<file path="src/rtl/id_ex_stage_if.sv">
// Bundle of every signal between the ID/EX stage and its neighbours: the decode-side
// handshake, the execute-side handshake, the flush request and the stage status.
interface id_ex_stage_if #(
  parameter int DATA_W = 96,
  parameter int CTRL_W = 16
);
  // Valid/ready semantics on both sides: a transfer happens on a rising edge where valid
  // and ready are both 1; valid never waits for ready, and payload is only meaningful
  // while valid is 1 (the stage still drives zeros on its outputs when empty).
  logic              clear;
  logic              in_valid;
  logic              in_ready;
  logic [DATA_W-1:0] in_data;
  logic [CTRL_W-1:0] in_ctrl;
  logic              out_valid;
  logic              out_ready;
  logic [DATA_W-1:0] out_data;
  logic [CTRL_W-1:0] out_ctrl;
  logic [1:0]        occupancy;
  logic              halted;

  modport master (
    output clear, in_valid, in_data, in_ctrl, out_ready,
    input  in_ready, out_valid, out_data, out_ctrl, occupancy, halted
  );

  modport slave (
    input  clear, in_valid, in_data, in_ctrl, out_ready,
    output in_ready, out_valid, out_data, out_ctrl, occupancy, halted
  );
endinterface

</file>
<file path="src/rtl/id_ex_stage.sv">
// Elastic ID/EX register: 2-entry skid buffer with synchronous flush and halt freeze.
// DATA_W/CTRL_W must match the parameters of the connected id_ex_stage_if instance.
module id_ex_stage #(
  parameter int DATA_W   = 96,
  parameter int CTRL_W   = 16,
  parameter int HALT_EN  = 1,
  parameter int HALT_BIT = 15
) (
  input logic           clk,
  input logic           reset,
  id_ex_stage_if.slave  bus
);

  // Occupancy doubles as the state of the buffer; it is exposed on bus.occupancy.
  typedef enum logic [1:0] {
    EMPTY = 2'd0,
    ONE   = 2'd1,
    FULL  = 2'd2
  } cnt_t;

  cnt_t              cnt, cntNext;
  logic              hlt, hltNext;
  logic [DATA_W-1:0] mData, mDataNext, sData, sDataNext;
  logic [CTRL_W-1:0] mCtrl, mCtrlNext, sCtrl, sCtrlNext;
  logic              push, pop, haltIn;

  assign bus.in_ready  = (cnt != FULL) && !hlt && !bus.clear;
  assign bus.out_valid = (cnt != EMPTY);
  assign bus.out_data  = mData;
  assign bus.out_ctrl  = mCtrl;
  assign bus.occupancy = cnt;
  assign bus.halted    = hlt;

  assign push   = bus.in_valid && bus.in_ready;
  assign pop    = bus.out_valid && bus.out_ready;
  assign haltIn = (HALT_EN != 0) && bus.in_ctrl[HALT_BIT];

  always_comb begin
    cntNext   = cnt;
    hltNext   = hlt;
    mDataNext = mData;
    mCtrlNext = mCtrl;
    sDataNext = sData;
    sCtrlNext = sCtrl;
    if (bus.clear) begin
      cntNext   = EMPTY;
      hltNext   = 1'b0;
      mDataNext = '0;
      mCtrlNext = '0;
      sDataNext = '0;
      sCtrlNext = '0;
    end else begin
      case (cnt)
        EMPTY: begin
          if (push) begin
            mDataNext = bus.in_data;
            mCtrlNext = bus.in_ctrl;
            cntNext   = ONE;
          end
        end
        ONE: begin
          if (push && pop) begin
            mDataNext = bus.in_data;
            mCtrlNext = bus.in_ctrl;
          end else if (push) begin
            sDataNext = bus.in_data;
            sCtrlNext = bus.in_ctrl;
            cntNext   = FULL;
          end else if (pop) begin
            // Empty head goes back to zero so execute sees a NOP bubble.
            mDataNext = '0;
            mCtrlNext = '0;
            cntNext   = EMPTY;
          end
        end
        FULL: begin
          if (pop) begin
            mDataNext = sData;
            mCtrlNext = sCtrl;
            sDataNext = '0;
            sCtrlNext = '0;
            cntNext   = ONE;
          end
        end
        default: cntNext = EMPTY;
      endcase
      if (push && haltIn) hltNext = 1'b1;
    end
  end

  always_ff @(posedge clk or negedge reset) begin
    if (!reset) begin
      cnt   <= EMPTY;
      hlt   <= 1'b0;
      mData <= '0;
      mCtrl <= '0;
      sData <= '0;
      sCtrl <= '0;
    end else begin
      cnt   <= cntNext;
      hlt   <= hltNext;
      mData <= mDataNext;
      mCtrl <= mCtrlNext;
      sData <= sDataNext;
      sCtrl <= sCtrlNext;
    end
  end

endmodule

</file>
<file path="src/flat_wrapper.sv">
// flat-port wrapper written by rule: the top's interface ports become plain ports
module id_ex_stage_flat 
#(
  parameter int DATA_W   = 96,
  parameter int CTRL_W   = 16,
  parameter int HALT_EN  = 1,
  parameter int HALT_BIT = 15
)
  (clk, reset, bus_clear, bus_in_valid, bus_in_data, bus_in_ctrl, bus_out_ready, bus_in_ready, bus_out_valid, bus_out_data, bus_out_ctrl, bus_occupancy, bus_halted);
  id_ex_stage_if #(.DATA_W(DATA_W), .CTRL_W(CTRL_W)) bus_i ();
  input logic clk;
  input logic reset;
  input wire logic [$bits(bus_i.clear)-1:0] bus_clear;
  input wire logic [$bits(bus_i.in_valid)-1:0] bus_in_valid;
  input wire logic [$bits(bus_i.in_data)-1:0] bus_in_data;
  input wire logic [$bits(bus_i.in_ctrl)-1:0] bus_in_ctrl;
  input wire logic [$bits(bus_i.out_ready)-1:0] bus_out_ready;
  output wire logic [$bits(bus_i.in_ready)-1:0] bus_in_ready;
  output wire logic [$bits(bus_i.out_valid)-1:0] bus_out_valid;
  output wire logic [$bits(bus_i.out_data)-1:0] bus_out_data;
  output wire logic [$bits(bus_i.out_ctrl)-1:0] bus_out_ctrl;
  output wire logic [$bits(bus_i.occupancy)-1:0] bus_occupancy;
  output wire logic [$bits(bus_i.halted)-1:0] bus_halted;
  assign bus_i.clear = bus_clear;
  assign bus_i.in_valid = bus_in_valid;
  assign bus_i.in_data = bus_in_data;
  assign bus_i.in_ctrl = bus_in_ctrl;
  assign bus_i.out_ready = bus_out_ready;
  assign bus_in_ready = bus_i.in_ready;
  assign bus_out_valid = bus_i.out_valid;
  assign bus_out_data = bus_i.out_data;
  assign bus_out_ctrl = bus_i.out_ctrl;
  assign bus_occupancy = bus_i.occupancy;
  assign bus_halted = bus_i.halted;
  id_ex_stage #(.DATA_W(DATA_W), .CTRL_W(CTRL_W), .HALT_EN(HALT_EN), .HALT_BIT(HALT_BIT)) u_core (.clk(clk), .reset(reset), .bus(bus_i));
endmodule
</file>
<file path="config.mk">
export PLATFORM = sky130hd
export DESIGN_NAME = id_ex_stage_flat
export DESIGN_NICKNAME = d
export VERILOG_FILES = /design/src/rtl/id_ex_stage_if.sv /design/src/rtl/id_ex_stage.sv /design/src/flat_wrapper.sv
export SDC_FILE = /design/constraint.sdc
export NUM_CORES = 1
export LEC_CHECK = 0
export BUFFER_PORTS_ARGS = -buffer_cell sky130_fd_sc_hd__buf_2
export CORE_MARGIN = 10
export CORE_UTILIZATION = 30
export DETAILED_ROUTE_END_ITERATION = 16
export SLEW_MARGIN = 20
export SYNTH_ARGS = -nofsm -noshare
export SYNTH_HDL_FRONTEND = slang
export SYNTH_SLANG_ARGS = --single-unit
</file>
<file path="constraint.sdc">
create_clock -name clk -period 2.83 [get_ports clk]
set_input_delay 0.1415 -clock clk [delete_from_list [all_inputs] [get_ports clk]]
set_output_delay 0.1415 -clock clk [all_outputs]
set_load 0.01 [all_outputs]
</file>
==> flow_summary.json, run 1 <==
{
  "outcome": "complete, no violations",
  "hpwl_um": 20500,
  "cts_tree": "done",
  "wire_per_inst_um": 18.5,
  "required_ns": 3.26,
  "regArea_um2": 5680,
  "setup_slack_ns": 0.393,
  "cts_made_buffers": 27,
  "finalSetupViolCount": 0,
  "fin_crit_ns": 2.44,
  "start_kind": "flop",
  "multi_input_area_um2": 4090,
  "skew_ns": 0.0212,
  "clockRootBuffer": "clkbuf_16",
  "die_w_um": 205,
  "synthTopCellsByCount": "dfrtp_1, nand2_1, nand3_1, o21ai_0, a31oi_1",
  "clk_latency_ns": 0.54,
  "core_area_um2": 33700,
  "rsz0062_at_grt": "no",
  "cp-end-kind": "flop",
  "syn_area_um2": 10300,
  "antenna_found_initial": 0,
  "final_nets": 1572,
  "power_density_nw_per_um2": 817,
  "htree_levels": 1,
  "grt_max_degree": 116,
  "critical_path_class": "flop to flop",
  "worstReg2RegStart": "u_core.bus.occupancy[1]$_DFFE_PN0P_",
  "synthFlopType": "dfrtp_1",
  "grt_pass1_vias": 10300,
  "max_freq_mhz": 410,
  "ys_top_cells_by_area": "dfrtp_1, nand3_1, nand2_1",
  "fin_crit_sh_pct": 86.1,
  "crit_path_end": "u_core.sData[67]$_DFFE_PN0P_",
  "tns_ns": 0,
  "firstDrtPassIters": 6,
  "syn_nets": 1298,
  "cts_buffer_depth": 3,
  "drt_iter0_drc": 877,
  "area_growth_pct": 34.5,
  "instances_no_fill": 1915,
  "antenna_left": 0,
  "ir_worst_vdd_mv": 0.485,
  "post-cts-setup-buffers": 0,
  "routed_wl_um": 35400,
  "layout-drive-gt1-share_pct": 20.4,
  "grt_pass1_wl_um": 57200,
  "arrival_ns": 2.86,
  "die_height_um": 205,
  "yosysMostFrequentCell": "dfrtp_1",
  "hold_class": "input port to flop",
  "crit_path_start": "u_core.bus.occupancy[1]$_DFFE_PN0P_",
  "vias": 10000,
  "synth-seq-cells": 227,
  "p_leak_uw": 0.00621,
  "avgViaCountPerCell": 5.24,
  "io_buffers": 233,
  "r2r_setup_slack_ns": 0.39,
  "syn_avg_cell_area_um2": 8.73,
  "start_util_pct": 30.5,
  "slew_headroom_pct": 36.9,
  "cts.clk_slew.worst_paths_ns": 0.06,
  "gp_congestion": 0.774,
  "critPathMaxFanout": 63,
  "drv_slew": 0,
  "rows": 67,
  "die-area_um2": 42100,
  "ys_warn_count": 0,
  "syn_inst": 1177,
  "synth_edf_count": 0,
  "clock_sinks": 227,
  "post-synth-top-area-fraction_pct": 55.3,
  "ff2ff_path_depth": 7,
  "fillers": 3339,
  "dp.cells": 1756,
  "rr_endpoint": "u_core.sData[67]$_DFFE_PN0P_",
  "cts_hold_buffers": 114,
  "insertedDiodeCount": 0,
  "seq_area_frac_synth_pct": 55.3,
  "drc": 0,
  "postSynth.asyncResetShare_pct": 100,
  "pre_cts_ws_ns": 0.448,
  "grt_usage_pct": 16.4,
  "final_util_pct": 41.0,
  "ys_types": 31,
  "max_slew.worst_pin.slew_ns": 0.947,
  "synth_area_leader_cell": "dfrtp_1",
  "postCtsResizedCells": 0,
  "overflow": 0,
  "hold_viol": 0,
  "pin_count": 234,
  "maxCapViolations": 0
}
worst max-delay path: stages, from the launching register on:
cell	delay, ns
dfrtp_1	0.44
inv_1	0.11
ha_1	0.33
inv_1	0.17
nor4_2	0.57
buf_12	0.36
nand3_1	0.13
a21oi_1	0.19
kinds of logic (layout without fill, tap and decap cells):
kind of cell | count (synthesis) | after routing | share of synthesized area [%]
AO/OA/AOI/OAI | 344 | 344 | 18.5
adder cells (fa/ha/maj) | 4 | 4 | 0.487
buffers and inverters | 131 | 421 | 5.26
flip-flops | 227 | 227 | 55.3
multiplexers | 1 | 1 | 0.110
AND/OR/NAND/NOR | 470 | 470 | 20.4
flip-flops by register name, indices dropped and copies added (netlist names):
name and count:
u_core.sData 96, u_core.bus.occupancy 2, u_core.bus.out_data 96, u_core.bus.halted 1, u_core.sCtrl 16, u_core.bus.out_ctrl 16
metal layers:
layer  wire [um]  GRT usage (%)  vias up  share of wire, %
li1            -              -     4709                 -
met1       15600           21.8     4879                44
met2       16100           26.3      397                46
met3        3030           4.03       54               8.6
met4         643           3.78        0               1.8
met5           0              0        -                 0
placed cells by master, fill, tap and decap left out, drive strengths merged, types with 39 or more instances in the layout:
| cell type | count |
|---|---|
| o21ai | 114 |
| dlygate4sd3 | 114 |
| clkbuf | 39 |
| a31oi | 113 |
| buf | 256 |
| a21oi | 112 |
| dfrtp | 227 |
| nand2 | 226 |
| nand3 | 222 |
worst min-delay path by stage:
stage | start | to | slack [ns] | cells after the start
2_1_floorplan | reset | u_core.bus.halted$_DFFE_PN0P_ | -0.15 | 0
3_3_place_gp | reset | u_core.bus.out_data[53]$_DFFE_PN0P_ | 0.20 | 1
3_5_place_dp | reset | u_core.bus.out_data[53]$_DFFE_PN0P_ | 0.20 | 1
4_1_cts | bus_out_ready | u_core.bus.occupancy[1]$_DFFE_PN0P_ | 0.0004 | 3
5_1_grt | bus_out_ready | u_core.bus.occupancy[1]$_DFFE_PN0P_ | 0.05 | 3
6_report | bus_out_ready | u_core.bus.occupancy[1]$_DFFE_PN0P_ | 0.03 | 3
where the power goes:
group / leakage, uW / internal (uW) / switching [uW] / total, uW
Combinational: 0.00273 / 1330 / 2320 / 3650
Clock: 0.000399 / 1910 / 1380 / 3290
Sequential: 0.00308 / 3950 / 404 / 4350
area by class of cell:
| type | count | area share (%) |
|---|---|---|
| flip-flops and latches | 227 | 41.1 |
| inverters | 6 | 0.190 |
| well taps | 448 | 4.06 |
| repair buffers | 370 | 19.2 |
| clock buffers | 39 | 5.43 |
| clock inverters | 6 | 0.425 |
| multi-input cells | 819 | 29.6 |
per-stage QoR:
stage	hold slack (ns)	instance area [um^2]	total power (uW)
after CTS	0.000376	13800	11400
final	0.0284	13800	11300
after global routing	0.0537	13800	12000
after global placement	0.205	11900	7900
after floorplan	-0.154	10300	6420
after detailed placement	0.203	11900	7960
Note: power is estimated with default switching activity, not from simulation.
==> run 2: changes to the inputs <==
Settings changed: BUFFER_PORTS_ARGS -buffer_cell sky130_fd_sc_hd__buf_2 to unset, CORE_ASPECT_RATIO set to 1.25, DONT_BUFFER_PORTS set to 1.
==> run 2 against run 1 <==
  * The flow now finishes with violations (negative hold slack)
  * Design area is 7.7% lower
  * Worst hold slack worse by 0.71 ns
  * Utilization is 3.2 points lower
  * Maximum frequency is 5.6% lower
==> flow_summary.json, run 2 (same netlist as run 1, synthesis figures left out) <==
{
  "max_stage_delay_ns": 0.48,
  "die-area_um2": 42100,
  "worstReg2RegStart": "u_core.bus.occupancy[0]$_DFFE_PN0P_",
  "arrival_ns": 3.02,
  "finalSetupViolCount": 0,
  "cp_cell_sequence": "inv_1, ha_1, or3b_1, o41ai_4, buf_12, nand2_1, a31oi_1",
  "hpwl_um": 20000,
  "tns_ns": 0,
  "antenna_left": 0,
  "postCtsResizedCells": 0,
  "avgViaCountPerCell": 5.50,
  "dp.cells": 1496,
  "pin_count": 234,
  "grt_pass1_wl_um": 54200,
  "drv_slew": 0,
  "outcome": "finished with violations",
  "fin_crit_sh_pct": 91.3,
  "io_buffers": 0,
  "slew_headroom_pct": 52.8,
  "power_density_nw_per_um2": 873,
  "fin_crit_ns": 2.58,
  "drt_iter0_drc": 761,
  "cp_num_buf_inv": 2,
  "drc": 0,
  "vias": 9155,
  "fin_hold_ws_ns": -0.677,
  "max_slew.worst_pin.slew_ns": 0.706,
  "rsz0062_at_grt": "no",
  "final_nets": 1339,
  "rows": 75,
  "routed_wl_um": 35000,
  "instances_no_fill": 1665,
  "firstDrtPassIters": 6,
  "layout_common_cells": "dfrtp_1, nand2_1, nand3_1",
  "gp_congestion": 0.786,
  "max_freq_mhz": 387,
  "final_util_pct": 37.9,
  "overflow": 0,
  "required_ns": 3.27,
  "hold_class": "input port to asynchronous set/reset pin",
  "crit_path_start": "u_core.bus.occupancy[0]$_DFFE_PN0P_",
  "ff2ff_path_depth": 7,
  "cts.clk_slew.worst_paths_ns": 0.06,
  "cts_tree": "done",
  "wire_per_inst_um": 21.0,
  "critical_path_class": "flop to flop",
  "grt_max_degree": 228,
  "critPathSlowestCell": "dfrtp_1",
  "cp.depth": 7,
  "hold_viol": 227,
  "cts_made_buffers": 27,
  "clk_latency_ns": 0.54,
  "core_area_um2": 33700,
  "htree_levels": 1,
  "die_height_um": 227,
  "cp-end-kind": "flop",
  "critical-path-top-delay-family": "compound AO/OA/AOI/OAI gates",
  "grt_usage_pct": 16.0,
  "start_kind": "flop",
  "start_util_pct": 30.5,
  "grt_pass1_vias": 8968,
  "rr_endpoint": "u_core.bus.out_data[7]$_DFFE_PN0P_",
  "ir_worst_vdd_mv": 0.475,
  "layout-drive-gt1-share_pct": 6.14,
  "skew_ns": 0.0208,
  "r2r_setup_slack_ns": 0.25,
  "mostFrequentLayoutCell": "dfrtp_1",
  "clockRootBuffer": "clkbuf_16",
  "crit_path_end": "u_core.bus.out_data[7]$_DFFE_PN0P_",
  "maxCapViolations": 0,
  "post-cts-setup-buffers": 0,
  "antenna_found_initial": 5,
  "cts_buffer_depth": 3,
  "clock_sinks": 227,
  "violations": "negative hold slack",
  "die_w_um": 186,
  "area_growth_pct": 24.1,
  "p_leak_uw": 0.00521,
  "critPathMaxFanout": 51,
  "cts_hold_buffers": 116
}
## run 2: changes by cell type in the layout (fill, tap and decap cells not counted), sizes merged
cell | previous run | this run
clkinvlp | 0 | 3
buf | 256 | 22
clkinv | 6 | 7
clkbuf | 39 | 33
inv | 5 | 6
bufinv | 1 | 5
diode | 0 | 5
dlygate4sd3 | 114 | 115
## run 2: worst min-delay path by stage
stage,start,to,slack [ns],cells past startpoint
final,reset,u_core.bus.out_data[9]$_DFFE_PN0P_,-0.68,0
after global routing,reset,u_core.sData[40]$_DFFE_PN0P_,-0.71,0
after CTS,reset,u_core.bus.out_data[9]$_DFFE_PN0P_,-0.72,0
after detailed placement,reset,u_core.bus.out_ctrl[6]$_DFFE_PN0P_,-0.14,0
after global placement,reset,u_core.bus.out_ctrl[6]$_DFFE_PN0P_,-0.14,0
after floorplan,reset,u_core.bus.halted$_DFFE_PN0P_,-0.15,0
## run 2: metrics by stage
step	power (uW)	instance area (um^2)	setup slack, ns
2_1_floorplan	6420	10300	0.657
3_3_place_gp	7210	10600	0.333
3_5_place_dp	7280	10600	0.272
4_1_cts	11300	12700	0.251
5_1_grt	11800	12700	0.0808
6_report	11100	12800	0.247
## run 2: area by class of cell
cell class / instances / area, um^2
diodes: 5 / 12.5
clock buffers: 33 / 738
clock inverters: 15 / 214
fillers: 3353 / 20900
inverters: 6 / 26.3
multi-input cells: 819 / 4090
flip-flops and latches: 227 / 5680
well taps: 423 / 529
repair buffers: 137 / 1460
## run 2: routing by layer
| metal | vias up | track usage, % | wire length (um) |
|---|---|---|---|
| li1 | 4233 | - | - |
| met1 | 4491 | 20.2 | 14100 |
| met2 | 372 | 25.5 | 16700 |
| met3 | 55 | 4.26 | 3220 |
| met4 | 4 | 6.04 | 980 |
| met5 | - | 0 | 30 |
## run 2: power breakdown
part | total [uW] | leakage, uW | switching (uW) | internal [uW]
logic | 2580 | 0.00167 | 1680 | 902
clock network | 3730 | 0.000464 | 1420 | 2310
registers | 4820 | 0.00308 | 875 | 3950
total | 11100 | 0.00521 | 3980 | 7150
## run 2: worst register-to-register path, stage by stage, from the launching register on
cell and delay (ns):
dfrtp_1 0.48, inv_1 0.11, ha_1 0.37, or3b_1 0.49, o41ai_4 0.42, buf_12 0.34
nand2_1 0.13, a31oi_1 0.18
